==> src/rtl/beep_pattern_gen_pkg.sv <==
// Shared user-interface constants for the parcel-locker front panel.
// All 50 MHz-derived timings and the buzzer FSM encoding live here.
package beep_pattern_gen_pkg;

    localparam int TONE_HALF_1KHZ = 25_000;
    localparam int BEEP_100MS     = 5_000_000;
    localparam int DEBOUNCE_20MS  = 1_000_000;

    localparam logic [1:0] ST_IDLE = 2'd0;
    localparam logic [1:0] ST_ON   = 2'd1;
    localparam logic [1:0] ST_OFF  = 2'd2;

    typedef enum logic [1:0] {
        IDLE = ST_IDLE,
        ON   = ST_ON,
        OFF  = ST_OFF
    } beep_state_t;

    function automatic int cnt_width(input int n);
        return (n > 1) ? $clog2(n) : 1;
    endfunction

endpackage

==> src/rtl/beep_pattern_gen_tone_div.sv <==
// Square-wave tone divider: half-period counter plus toggle flop holding the pin level.
// load restarts the tone at its audible phase; with neither load nor en the pin is held silent.
module beep_pattern_gen_tone_div
    import beep_pattern_gen_pkg::*;
#(
    parameter int HALF   = TONE_HALF_1KHZ,
    parameter bit INVERT = 1'b0
) (
    input  logic clk,
    input  logic rst,
    input  logic en,
    input  logic load,
    output logic wave
);

    localparam int         W    = cnt_width(HALF);
    localparam logic [W-1:0] LAST = W'(HALF - 1);

    logic [W-1:0] cnt;

    always_ff @(posedge clk or posedge rst) begin
        if (rst) begin
            cnt  <= '0;
            wave <= INVERT;
        end else if (load) begin
            cnt  <= '0;
            wave <= ~INVERT;
        end else if (en) begin
            if (cnt == LAST) begin
                cnt  <= '0;
                wave <= ~wave;
            end else begin
                cnt <= cnt + 1'b1;
            end
        end else begin
            cnt  <= '0;
            wave <= INVERT;
        end
    end

endmodule

==> src/rtl/beep_pattern_gen.sv <==
// Buzzer burst generator: plays beep_count tone beeps separated by silence, with abort.
// state | meaning
// IDLE  | silent, waiting for start
// ON    | tone active for ON_TIME cycles
// OFF   | silent gap of OFF_TIME cycles between beeps
module beep_pattern_gen
    import beep_pattern_gen_pkg::*;
#(
    parameter int TONE_HALF  = TONE_HALF_1KHZ,
    parameter int ON_TIME    = BEEP_100MS,
    parameter int OFF_TIME   = BEEP_100MS,
    parameter bit ACTIVE_LOW = 1'b0
) (
    input  logic       clk,
    input  logic       rst,
    input  logic       start,
    input  logic [3:0] beep_count,
    input  logic       abort,
    output logic       busy,
    output logic       done,
    output logic       buzzer_out
);

    localparam int DUR_MAX = (ON_TIME > OFF_TIME) ? ON_TIME : OFF_TIME;
    localparam int DUR_W   = cnt_width(DUR_MAX);
    localparam logic [DUR_W-1:0] ON_LAST  = DUR_W'(ON_TIME - 1);
    localparam logic [DUR_W-1:0] OFF_LAST = DUR_W'(OFF_TIME - 1);

    beep_state_t      state, state_nxt;
    logic [DUR_W-1:0] dur_cnt, dur_nxt;
    logic [3:0]       remaining, rem_nxt;
    logic             busy_nxt, done_nxt;
    logic             tone_en, tone_load;

    always_ff @(posedge clk or posedge rst) begin
        if (rst) begin
            state     <= IDLE;
            dur_cnt   <= '0;
            remaining <= '0;
            busy      <= 1'b0;
            done      <= 1'b0;
        end else begin
            state     <= state_nxt;
            dur_cnt   <= dur_nxt;
            remaining <= rem_nxt;
            busy      <= busy_nxt;
            done      <= done_nxt;
        end
    end

    always_comb begin
        state_nxt = state;
        dur_nxt   = dur_cnt;
        rem_nxt   = remaining;
        busy_nxt  = busy;
        done_nxt  = 1'b0;
        case (state)
            IDLE: begin
                // start beats a simultaneous abort; abort alone does nothing here
                if (start) begin
                    if (beep_count != 4'd0) begin
                        state_nxt = ON;
                        rem_nxt   = beep_count;
                        dur_nxt   = '0;
                        busy_nxt  = 1'b1;
                    end else begin
                        done_nxt = 1'b1;
                    end
                end
            end
            ON: begin
                if (abort) begin
                    state_nxt = IDLE;
                    dur_nxt   = '0;
                    rem_nxt   = '0;
                    busy_nxt  = 1'b0;
                    done_nxt  = 1'b1;
                end else if (dur_cnt == ON_LAST) begin
                    rem_nxt = remaining - 4'd1;
                    dur_nxt = '0;
                    if (remaining > 4'd1) begin
                        state_nxt = OFF;
                    end else begin
                        state_nxt = IDLE;
                        busy_nxt  = 1'b0;
                        done_nxt  = 1'b1;
                    end
                end else begin
                    dur_nxt = dur_cnt + 1'b1;
                end
            end
            OFF: begin
                if (abort) begin
                    state_nxt = IDLE;
                    dur_nxt   = '0;
                    rem_nxt   = '0;
                    busy_nxt  = 1'b0;
                    done_nxt  = 1'b1;
                end else if (dur_cnt == OFF_LAST) begin
                    state_nxt = ON;
                    dur_nxt   = '0;
                end else begin
                    dur_nxt = dur_cnt + 1'b1;
                end
            end
            default: begin
                state_nxt = IDLE;
                dur_nxt   = '0;
                rem_nxt   = '0;
                busy_nxt  = 1'b0;
            end
        endcase
    end

    // Tone restarts on every entry to ON and keeps running only while ON persists.
    always_comb begin
        tone_load = (state_nxt == ON) && (state != ON);
        tone_en   = (state_nxt == ON) && (state == ON);
    end

    beep_pattern_gen_tone_div #(
        .HALF   (TONE_HALF),
        .INVERT (ACTIVE_LOW)
    ) u_tone_div (
        .clk  (clk),
        .rst  (rst),
        .en   (tone_en),
        .load (tone_load),
        .wave (buzzer_out)
    );

endmodule

==> config.mk <==
export PLATFORM = sky130hd
export DESIGN_NAME = beep_pattern_gen
export DESIGN_NICKNAME = d
export VERILOG_FILES = /design/src/rtl/beep_pattern_gen_pkg.sv /design/src/rtl/beep_pattern_gen_tone_div.sv /design/src/rtl/beep_pattern_gen.sv
export SDC_FILE = /design/constraint.sdc
export NUM_CORES = 1
export LEC_CHECK = 0
export ABC_AREA = 1
export CORE_ASPECT_RATIO = 0.9
export CORE_UTILIZATION = 52
export CTS_BUF_LIST = sky130_fd_sc_hd__clkbuf_2
export CTS_CLUSTER_SIZE = 10
export DETAILED_ROUTE_END_ITERATION = 6
export PLACE_DENSITY = 0.72
export SLEW_MARGIN = 0
export SYNTH_ARGS = -nofsm -noshare
export SYNTH_HDL_FRONTEND = slang
export SYNTH_HIERARCHICAL = 1
export SYNTH_SLANG_ARGS = --single-unit
==> constraint.sdc <==
create_clock -name clk -period 3 [get_ports clk]
set_clock_uncertainty 0.15 [all_clocks]
set_input_delay 0.3 -clock clk [delete_from_list [all_inputs] [get_ports clk]]
set_output_delay 0.3 -clock clk [all_outputs]
set_load 0.02 [all_outputs]
==> After elaboration in Yosys (flattened, before gate mapping) <==
Index checks and enable logic that the tools add are counted.
{ "classes": {"n_reduce_logical": 8, "addsub": 3, "order_cmp": 1, "eq_ne": 12, "bitwise_logic": 1, "muxes": 39} }
{ "ops": {"columns": ["op", "count"], "rows": [
  ["23-bit 2-to-1 mux", 4],
  ["23-bit one-hot mux with 2 select lines", 1],
  ["15-bit 2-to-1 mux", 3],
  ["23-bit by 1-bit adder with 23-bit output, second input constant", 1],
  ["23-bit == test, second input constant", 1],
  ["4-bit 2-to-1 mux", 5],
  ["15-bit by 1-bit adder with 15-bit output, second input constant", 1],
  ["15-bit == test, second input constant", 1],
  ["1-bit 2-to-1 mux", 15],
  ["2-bit 2-to-1 mux", 7],
  ["4-bit one-hot mux with 3 select lines", 1],
  ["2-bit inequality test, second input constant", 3],
  ["3-bit inequality test, second input constant", 2],
  ["1-bit one-hot mux with 3 select lines", 2],
  ["2-bit one-hot mux with 3 select lines", 1],
  ["5-bit AND reduction", 1],
  ["2-bit by 1-bit == test with 1-bit output, second input constant", 2],
  ["4-bit by 1-bit > comparator with 1-bit output, second input constant", 1],
  ["4-bit AND reduction", 1],
  ["4-bit nonzero test", 1],
  ["4-bit by 1-bit subtractor with 4-bit output, second input constant", 1],
  ["3-bit by 1-bit inequality test with 1-bit output, second input constant", 1],
  ["2-bit == test, second input constant", 1],
  ["1-bit logical AND", 2],
  ["other kinds (5)", 5]
]} }
{ "word_totals": {"out_inout_bits": 3, "inputBits": 8, "wordCells": 71, "ff_bits": 47} }

==> Longest topological paths before layout <==
Gate-level depths: netlist of the first run.
{ "depth": {"depth_word": 9, "ltp_mapped": 17, "mapped_depth_nobuf": 16} }

==> By module <==
Netlist of the first run, hierarchy kept.
{ "modules_own_cells": {"columns": ["module", "area_each_um2", "instances", "seq_area_each_um2", "cells_each"], "rows": [
  ["beep_pattern_gen", 2079.5, 1, 775.7, 295],
  ["beep_pattern_gen_tone_div", 874.6, 1, 400.4, 111]
]} }

==> Worst setup path before layout of the first run <==
OpenSTA, ideal clock, no wires.
{ "synth_path": {"kind": "flip-flop to flip-flop", "from": "register state[1]", "to": "register u_tone_div.cnt[10]", "path_buffers": 1, "t_required_ns": 2.779, "setup_time_ns": 0.071, "setup_slack_ns": 0.816, "stages_incl_launch_ff": 14, "period_less_slack_ns": 2.184, "arrival_time_ns": 1.963, "path_cell_list": "dfrtp_1 -> inv_1 -> ha_1 -> inv_1 -> nor2_1 -> a21oi_1 -> nor2_2 -> nand2_1 -> nor2_1 -> inv_1 -> nor2_1 -> nand2_2 -> buf_6 -> nor2_1"} }
{ "synth_via": {"word_cells_on_any_way": 16, "cone_classes": "eq/ne (4); mux (9); reduce/logical (3)"} }
{ "synth_rtl": {"columns": ["element", "line_no", "source"], "rows": [
  ["from (decl)", "beep_pattern_gen.sv:29", "beep_state_t state, state_nxt;"],
  ["from (signal assigned)", "beep_pattern_gen.sv:43", "state <= state_nxt;"],
  ["2-bit == test (tied with other cells)", "beep_pattern_gen.sv:57", "case (state)"],
  ["2-bit one-hot mux with 3 select lines *", "beep_pattern_gen.sv:57", null],
  ["named net state_nxt[0]", "beep_pattern_gen.sv:29", null],
  ["2-bit by 1-bit == test with 1-bit output *", "beep_pattern_gen.sv:118", "tone_en = (state_nxt == ON) && (state == ON);"],
  ["1-bit logical AND *", "beep_pattern_gen.sv:118", null],
  ["named net tone_en", "beep_pattern_gen.sv:33", "logic tone_en, tone_load;"],
  ["15-bit 2-to-1 mux *", "beep_pattern_gen_tone_div.sv:28", "end else if (en) begin"],
  ["15-bit 2-to-1 mux *", "beep_pattern_gen_tone_div.sv:25", "end else if (load) begin"],
  ["to (signal assigned)", "beep_pattern_gen_tone_div.sv:33", "cnt <= cnt + 1'b1;"],
  ["to (decl)", "beep_pattern_gen_tone_div.sv:19", "logic [W-1:0] cnt;"]
]} }
The timed path passes the listed nets; every way through them passes the cells marked *.
A chain may end at the register's enable or synchronous reset.

==> Worst setup path in the final report of the first run <==
{ "layout_path": {"from": "register dur_cnt[0]", "to": "register u_tone_div.wave"} }
{ "layout_via": {"elab_chain_cells": 8, "word_cells_on_any_way": 12, "cone_classes": "eq/ne (3); mux (7); reduce/logical (2)"} }
{ "layout_rtl": {"columns": ["element", "line_no", "source"], "rows": [
  ["from (decl)", "beep_pattern_gen.sv:30", "logic [DUR_W-1:0] dur_cnt, dur_nxt;"],
  ["from (signal assigned)", "beep_pattern_gen.sv:44", "dur_cnt <= dur_nxt;"],
  ["23-bit == test *", "beep_pattern_gen.sv:78, beep_pattern_gen.sv:99", null],
  ["2-bit 2-to-1 mux (on tied branches)", "beep_pattern_gen.sv:99, beep_pattern_gen.sv:78", null],
  ["2-bit 2-to-1 mux (on tied branches)", "beep_pattern_gen.sv:93, beep_pattern_gen.sv:72", null],
  ["2-bit one-hot mux with 3 select lines *", "beep_pattern_gen.sv:57", null],
  ["named net state_nxt[0]", "beep_pattern_gen.sv:29", null],
  ["2-bit by 1-bit == test with 1-bit output *", "beep_pattern_gen.sv:118", null],
  ["1-bit logical AND *", "beep_pattern_gen.sv:118", null],
  ["named net tone_en", "beep_pattern_gen.sv:33", null],
  ["1-bit 2-to-1 mux", "beep_pattern_gen_tone_div.sv:28", null],
  ["1-bit 2-to-1 mux", "beep_pattern_gen_tone_div.sv:25", null],
  ["to (signal assigned)", "beep_pattern_gen_tone_div.sv:27", "wave <= ~INVERT;"],
  ["to (signal assigned)", "beep_pattern_gen_tone_div.sv:31", "wave <= ~wave;"],
  ["to (decl)", "beep_pattern_gen_tone_div.sv:13", "output logic wave"]
]} }
Marks and branches as above.

==> impl_metrics.json, run 1 <==
{
  "detail_route.iter0.violations": 106,
  "place.port_buffers": 10,
  "postSynthNetCount": 422,
  "post_route_cells_drive_above_1_share_pct": 9.98,
  "min_path_type": "input pin to async pin",
  "timing_worst_slew_pin_value_ns": 0.597,
  "endpoint_kind": "register",
  "grt_max_degree": 32,
  "critical_path.top_delay_family": "simple AND/OR/NAND/NOR gates",
  "worst-path-buf-inv": 2,
  "placement_rows": 25,
  "fp.coreArea_sq_um": 5350,
  "gr-total-overflow": 0,
  "finalHoldViolations": 0,
  "critical_path.cell_chain": "ha_1 -> nand3_2 -> inv_2 -> nand2_1 -> nor2_2 -> nand3_1 -> nand2_1 -> nand2_1 -> nor2_2 -> nand2_1 -> nor2_1 -> inv_1 -> nor2_2 -> nand2_2 -> nand2_1 -> nand2_1",
  "detailed_place_hpwl_mm": 4.17,
  "ctsRootBufferMaster": "sky130_fd_sc_hd__clkbuf_2",
  "wl_per_cell_microns": 11.6,
  "syn_area_sq_um": 2950,
  "path_common_cell": "sky130_fd_sc_hd__nand2_1",
  "drtPass1Iterations": 6,
  "critPathLaunchType": "register",
  "post-synth-top-area-fraction_pct": 39.8,
  "synth.ff_latch_count": 47,
  "grt_antenna_before_repair": 0,
  "synth_cells": 406,
  "via_count_of_the_first_global_routing_pass": 2354,
  "final_min_period_over_clock_period_pct": 83.8,
  "clk-insertion-delay-late_ns": 0.43,
  "cp_slowest_stage_delay_ns": 0.43,
  "r2r.worst_path.cells": 16,
  "initial_core_utilization_pct": 55.2,
  "mostFrequentLayoutCells": "sky130_fd_sc_hd__nand2_1, sky130_fd_sc_hd__nor2_1, sky130_fd_sc_hd__inv_1",
  "rr_startpoint": "dur_cnt[0]",
  "worst_path_clk_slew_ns": 0.24,
  "grt_first_pass_wirelength_mm": 10.0,
  "synth.yosys.seq_area_share_pct": 39.8,
  "tritoncts": "done",
  "gp_congestion": 0.870,
  "final_hold_slack_ns": 0.0670,
  "cap_viol_max_count": 0,
  "path_class": "register to register",
  "synthDominantAreaCellType": "sky130_fd_sc_hd__dfrtp_1",
  "timing.critical_path.slowest_stage_cell": "sky130_fd_sc_hd__dfrtp_1",
  "cts_max_path_buffers": 2,
  "timing.reg2reg.setup_slack_ns": 0.49,
  "final_core_utilization_pct": 58.7,
  "drc_errors_left": 0,
  "drt-vias-per-instance": 5.07,
  "die-height_microns": 73.5,
  "mostFrequentLayoutCell": "sky130_fd_sc_hd__nand2_1",
  "floorplan.die_area_sq_um": 5990,
  "ir_worst_vdd_mv": 0.281,
  "num_vias": 2474,
  "antennaDiodeCount": 0,
  "yosysUniqueCellTypes": 30,
  "period_needed_ns": 2.51,
  "area_delta_synth_final_pct": 6.31,
  "yosys_warnings": 6,
  "drt.antenna.violating_nets": 0,
  "clkSinkCount": 47,
  "worst_path_arrival_time_ns": 2.71,
  "power_leakage_nw": 1.42,
  "htree_depth": 2,
  "crit_path_max_fanout": 11,
  "ioPinCount": 11,
  "numCtsBuffers": 5,
  "setup_violations": 0,
  "avgSynthCellArea_sq_um": 7.28,
  "synthTopCellsByArea": "sky130_fd_sc_hd__dfrtp_1, sky130_fd_sc_hd__nand2_1, sky130_fd_sc_hd__nor2_1",
  "power_density_nw_per_um2": 495,
  "outcome": "completed",
  "drt_wl_total_mm": 5.65,
  "finalMaxSlewViolations": 0,
  "timing.setup.tns_ns": 0,
  "nNetsFinal": 436,
  "postCtsSetupRepairBufs": 0,
  "maxSlewHeadroom_pct": 60.1,
  "grt_use_total_pct": 21.7,
  "rsz_0062_raised_after_global_routing": "no",
  "worstReg2RegEnd": "u_tone_div/wave",
  "critPathRequiredTime_ns": 3.19,
  "die-width_microns": 81.5,
  "max_freq_mhz": 398
}
[per-layer routing]
metal | up-vias | track usage [%] | part of all wire [%]
li1 | 1298 | - | -
met1 | 1106 | 29.1 | 51
met2 | 60 | 34.6 | 44
met3 | 10 | 3.98 | 4.0
met4 | 0 | 8.33 | 1.4
met5 | - | 0 | 0
[power breakdown]
group / total [mW] / switching [mW] / internal [mW]
clock network: 0.256 / 0.200 / 0.0561
logic: 0.549 / 0.360 / 0.189
registers: 0.749 / 0.0504 / 0.699
[stage by stage]
stage	area, sq um	setup WS [ns]	instances	total power, mW
3_3_place_gp	3100	0.457	480	1.30
4_1_cts	3140	0.351	488	1.57
5_1_grt	3140	0.156	488	1.69
6_report	3140	0.486	488	1.55
2_1_floorplan	2950	0.816	406	1.19
3_5_place_dp	3100	0.372	480	1.31
[worst max path at each step]
stage	slack, ns	from	depth (start not counted)	end
2_1_floorplan	0.82	state[1]	13	u_tone_div/cnt[10]
3_3_place_gp	0.46	beep_count[0]	16	u_tone_div/wave
3_5_place_dp	0.37	beep_count[0]	16	u_tone_div/wave
4_1_cts	0.35	dur_cnt[0]	16	u_tone_div/wave
5_1_grt	0.16	dur_cnt[0]	16	u_tone_div/wave
6_report	0.49	dur_cnt[0]	16	u_tone_div/wave
[cell type report]
cell class / instances / area [sq um]
Inverter: 64 / 241
Fill cell: 483 / 2210
Clock inverter: 2 / 7.51
Tap cell: 67 / 83.8
Timing Repair Buffer: 12 / 115
Multi-Input combinational cell: 290 / 1490
Sequential cell: 47 / 1180
Clock buffer: 6 / 30.0
[state kept, by name, summed over array words and instances, names as in the netlist]
signal / cells
u_tone_div/cnt: 15
done: 1
u_tone_div/wave: 1
state: 2
busy: 1
remaining: 4
dur_cnt: 23
[repair_timing]
action                                 4_1_cts  5_1_grt
gates resized for setup                      0        1
setup endpoints to repair                    0        1
endpoints found under the hold margin        0        0
hold buffers                                 0        0
[cells by family after synthesis]
kind of cell | count (synthesis) | share of synthesized area [%]
buffers and inverters | 69 | 9.95
AO/OA/AOI/OAI | 33 | 6.10
AND/OR/NAND/NOR | 234 | 36.3
adder cells (fa/ha/maj) | 8 | 3.39
flip-flops | 47 | 39.8
XOR/XNOR | 15 | 4.45
[cell usage after synthesis]
library cell,number
sky130_fd_sc_hd__nand2_4,1
sky130_fd_sc_hd__and3_1,1
sky130_fd_sc_hd__buf_6,4
sky130_fd_sc_hd__nand4_1,11
sky130_fd_sc_hd__nand3_1,32
sky130_fd_sc_hd__nor4_1,1
sky130_fd_sc_hd__xnor2_1,4
sky130_fd_sc_hd__nor2_2,13
sky130_fd_sc_hd__o21ai_1,4
sky130_fd_sc_hd__o21bai_1,2
sky130_fd_sc_hd__a22oi_1,2
sky130_fd_sc_hd__o22ai_1,1
sky130_fd_sc_hd__inv_1,60
sky130_fd_sc_hd__or2_0,1
sky130_fd_sc_hd__clkinv_2,1
sky130_fd_sc_hd__nand2_1,85
sky130_fd_sc_hd__inv_2,3
sky130_fd_sc_hd__nor2_1,68
sky130_fd_sc_hd__nor3_2,1
sky130_fd_sc_hd__nor3_1,6
sky130_fd_sc_hd__nand2_2,7
sky130_fd_sc_hd__dfrtp_1,47
sky130_fd_sc_hd__nand3_2,4
sky130_fd_sc_hd__o21ai_0,16
sky130_fd_sc_hd__nor2_4,3
sky130_fd_sc_hd__xor2_1,11
sky130_fd_sc_hd__a31oi_1,3
sky130_fd_sc_hd__buf_4,1
sky130_fd_sc_hd__ha_1,8
sky130_fd_sc_hd__a21oi_1,5
(Power assumes the default switching activity.)
==> inputs of run 2 (changes only) <==
==> constraint.sdc (replaced) <==
create_clock -name clk -period 2.6 [get_ports clk]
set_clock_uncertainty 0.15 [all_clocks]
set_input_delay 0.26 -clock clk [delete_from_list [all_inputs] [get_ports clk]]
set_output_delay 0.26 -clock clk [all_outputs]
set_load 0.02 [all_outputs]
==> impl_metrics.json, run 2 (synthesis results as in run 1) <==
{
  "critPathRequiredTime_ns": 2.83,
  "die-width_microns": 81.5,
  "grt_use_total_pct": 21.9,
  "cts_max_path_buffers": 2,
  "largest-register": "dur_cnt",
  "power_density_nw_per_um2": 575,
  "detail_route.iter0.violations": 126,
  "post_route_cells_drive_above_1_share_pct": 11.5,
  "maxSlewHeadroom_pct": 59.0,
  "worst_path_arrival_time_ns": 2.57,
  "mostFrequentLayoutCell": "sky130_fd_sc_hd__nand2_1",
  "period_needed_ns": 2.35,
  "final_core_utilization_pct": 60.0,
  "antennaDiodeCount": 0,
  "drtPass1Iterations": 4,
  "numCtsBuffers": 5,
  "r2r.worst_path.cells": 15,
  "crit_path_max_fanout": 5,
  "path_class": "register to register",
  "grt_antenna_before_repair": 0,
  "ioPinCount": 11,
  "finalMaxSlewViolations": 0,
  "netSwitchingFraction_pct": 40.2,
  "initial_core_utilization_pct": 55.2,
  "placement_rows": 25,
  "clk-insertion-delay-late_ns": 0.44,
  "via_count_of_the_first_global_routing_pass": 2287,
  "rsz_0062_raised_after_global_routing": "no",
  "combPwrFrac_pct": 36.4,
  "max_freq_mhz": 426,
  "worst_path_clk_slew_ns": 0.24,
  "detailed_place_hpwl_mm": 4.32,
  "grt_max_degree": 32,
  "total_switching_power_uw": 741,
  "wl_per_cell_microns": 12.1,
  "final_hold_slack_ns": 0.0359,
  "worst_setup_path_start": "dur_cnt[0]",
  "grt_first_pass_wirelength_mm": 10.0,
  "reg_top3": "dur_cnt: 23 flops, u_tone_div/cnt: 15 flops, remaining: 4 flops",
  "final_min_period_over_clock_period_pct": 90.3,
  "tritoncts": "done",
  "cap_viol_max_count": 0,
  "num_vias": 2530,
  "power_frac_clock_pct": 16.4,
  "endpoint_kind": "register",
  "die-height_microns": 73.5,
  "largest_register_ffs": 23,
  "num-fill-cells": 515,
  "critPathLaunchType": "register",
  "sequential_cell_area_sq_um": 1180,
  "area_of_combinational_cells_with_multiple_inputs_sq_um": 1520,
  "nNetsFinal": 442,
  "htree_depth": 2,
  "dp_slack_ns": 0.224,
  "clkSinkCount": 47,
  "total_cell_area_at_the_placement_stage_sq_um": 3120,
  "mostFrequentLayoutCells": "sky130_fd_sc_hd__nand2_1, sky130_fd_sc_hd__nor2_1, sky130_fd_sc_hd__inv_1",
  "timing_worst_slew_pin_value_ns": 0.614,
  "outcome": "completed",
  "power.internal_mw": 1.10,
  "ir_worst_vdd_mv": 0.386,
  "rr_startpoint": "dur_cnt[0]",
  "gp_congestion": 0.873,
  "drt.antenna.violating_nets": 0,
  "ctsRootBufferMaster": "sky130_fd_sc_hd__clkbuf_2",
  "min_path_type": "input pin to async pin",
  "worstReg2RegEnd": "u_tone_div/cnt[11]",
  "place.port_buffers": 10,
  "fp.coreArea_sq_um": 5350,
  "timing.reg2reg.setup_slack_ns": 0.25,
  "share_seq_of_total_power_pct": 47.2,
  "finalHoldViolations": 0,
  "gr-total-overflow": 0,
  "power_leakage_nw": 1.44,
  "postCtsHoldBufs": 0,
  "drt-vias-per-instance": 5.12,
  "drc_errors_left": 0,
  "floorplan.die_area_sq_um": 5990,
  "drt_wl_total_mm": 5.96,
  "final_design_area_no_fill_sq_um": 3210,
  "layout_setup_ws_ns": 0.253,
  "timing.setup.tns_ns": 0,
  "area_delta_synth_final_pct": 8.64,
  "setup_violations": 0
}
==> run 2: changes by cell type in the layout (fill, tap and decap cells not counted), sizes merged <==
cell,before,now
buf,2,7
clkbuf,6,5
clkinvlp,0,1
nand2,93,94
==> run 2: timing repair <==
action                                  CTS  global route
gates resized for setup                   0             6
endpoints found under the setup margin    0            15
setup buffers                             0             2
==> run 2: worst max-delay path by stage <==
| stage | to | slack, ns | cells past startpoint |
|---|---|---|---|
| floorplan | u_tone_div/cnt[10] | 0.42 | 13 |
| global placement | u_tone_div/wave | 0.27 | 16 |
| detailed placement | u_tone_div/wave | 0.22 | 16 |
| CTS | u_tone_div/cnt[11] | 0.15 | 16 |
| global route | u_tone_div/cnt[11] | 0.001 | 15 |
| finish | u_tone_div/cnt[11] | 0.25 | 15 |
==> run 2: area by class of cell <==
cell class | instances | share of cell area [%]
multi-input cells | 291 | 47.2
flip-flops and latches | 47 | 36.6
repair buffers | 17 | 4.76
clock inverters | 3 | 0.468
inverters | 64 | 7.52
well taps | 67 | 2.61
clock buffers | 5 | 0.780
==> run 2: power groups by stage <==
stage               sequential, mW  clock, mW  combinational, mW
floorplan                    0.888          0              0.485
global placement             0.875          0              0.636
detailed placement           0.878          0              0.648
CTS                          0.866      0.314              0.654
global route                 0.879      0.335              0.772
finish                       0.871      0.302              0.671
==> run 2: critical path, cell delays in order (launching register included) <==
cell	delay [ns]
sky130_fd_sc_hd__dfrtp_1	0.48
sky130_fd_sc_hd__ha_4	0.16
sky130_fd_sc_hd__nand3_2	0.08
sky130_fd_sc_hd__inv_2	0.09
sky130_fd_sc_hd__nand2_1	0.10
sky130_fd_sc_hd__nor2_4	0.16
sky130_fd_sc_hd__buf_4	0.13
sky130_fd_sc_hd__nand2_1	0.04
sky130_fd_sc_hd__a21oi_1	0.17
sky130_fd_sc_hd__nor2_2	0.07
sky130_fd_sc_hd__nand2_1	0.08
sky130_fd_sc_hd__nor2_1	0.08
sky130_fd_sc_hd__nor2_4	0.15
sky130_fd_sc_hd__buf_4	0.15
sky130_fd_sc_hd__nand3_1	0.08
sky130_fd_sc_hd__nor2_1	0.11
==> run 2: metal layers <==
metal	vias up	GRT usage, %	share of wire, %
met1	1158	29.9	51
met4	0	8.53	2.2
met3	15	3.35	2.9
met2	42	34.5	44
met5	-	0	0
li1	1315	-	-
==> run 2: stage by stage <==
step | cells | power, mW
floorplan | 406 | 1.37
global placement | 483 | 1.51
detailed placement | 483 | 1.53
CTS | 491 | 1.83
global route | 494 | 1.99
finish | 494 | 1.85
==> RTL change: new RTL, flow settings as in run 2 <==
`ACTIVE_LOW`: 1'b0 -> 1'b1.
--- a/src/rtl/beep_pattern_gen.sv
+++ b/src/rtl/beep_pattern_gen.sv
@@ -11,3 +11,3 @@
     parameter int OFF_TIME   = BEEP_100MS,
-    parameter bit ACTIVE_LOW = 1'b0
+    parameter bit ACTIVE_LOW = 1'b1
 ) (
Formal check against the unedited RTL: not equivalent (a bounded check fails within 4 cycles, from zero or initial values and one cycle with rst high).
==> RTL change against run 2 <==
  * Total power down 0.37%
  * Design area shrank 0.97%
  * Area after synthesis is 0.38% higher
  * Routed wire length fell by 2.4%
  * Maximum frequency is 2.0% higher
  * First-iteration DRC count up 87%
  * Worst hold slack improved by 0.012 ns
  * Worst setup slack better by 0.047 ns
  * Sequential cell count stayed put
  * Critical endpoint is now u_tone_div/cnt[8]
==> RTL change: results <==
group,metric,value,unit
outcome,status,"complete, no violations",
power_and_ir_drop,swShare,0.393,
place,dp_cells,482,
synth,synth_compound_area_frac,0.0599,
place,dpl_cell_area,3130,sq um
routing,dr_total_vias,2505,
routing,wirelength,5.81,mm
routing,detail_route.first_pass.iterations,5,
routing,viasPerCell,5.11,
layout,layout-drive-gt1-share,0.121,
sta,min_period,2.30,ns
synth,ys_seq_area_frac,0.397,
place,hpwlAfterDp,4.31,mm
global_route,grt_use_met3,0.0373,
global_route,grt_util_met2,0.342,
worst_setup_path,cpMaxStageDelayCell,"dfrtp_2",
worst_setup_path,arrival,2.52,ns
global_route,grt_pass1_vias,2286,
layout,layout.nets,438,
synth,synth_commonest_cells,"85 x nand2_1, 68 x nor2_1, 59 x inv_1",
worst_setup_path,worstSetupEndpoint,"u_tone_div/cnt[8]",
layout,regArea,1180,sq um
power_and_ir_drop,pwr-share-comb,0.363,
global_route,grt_use_met1,0.306,
synth,synth-xor-area-share,0.0443,
worst_setup_path,r2r_setup_slack,0.30,ns
power_and_ir_drop,p_leak,1.43,nW
global_route,grt_pass1_wl,9.92,mm
worst_setup_path,max_stage_delay,0.51,ns
synth,synth_area_leaders,"dfrtp_1 39%, nand2_1 11%, nor2_1 8.6%",
place,pre_cts_ws,0.174,ns
[RTL change: cell types whose count changed after synthesis, sizes merged]
cell / before / now
nand2: 93 / 94
nor4: 1 / 0
nor2: 84 / 85
dfstp: 0 / 1
o21bai: 2 / 1
dfrtp: 47 / 46
inv: 63 / 62
a21oi: 5 / 6
[RTL change: how the worst min path moves through the flow]
stage | startpoint | endpoint | slack (ns) | cells past startpoint
after global routing | rst | dur_cnt[13] | 0.1 | 3
after detailed placement | u_tone_div/cnt[0] | u_tone_div/cnt[0] | 0.33 | 1
after floorplan | rst | u_tone_div/cnt[0] | 0.02 | 1
after global placement | remaining[1] | remaining[1] | 0.32 | 2
final | rst | dur_cnt[13] | 0.05 | 3
after CTS | rst | u_tone_div/cnt[1] | 0.04 | 2
[RTL change: area by class of cell]
cell class | instances | share of cell area
flip-flops and latches | 47 | 0.371
repair buffers | 14 | 0.0409
inverters | 63 | 0.0748
clock inverters | 1 | 0.00157
multi-input cells | 291 | 0.474
well taps | 67 | 0.0264
clock buffers | 7 | 0.0110
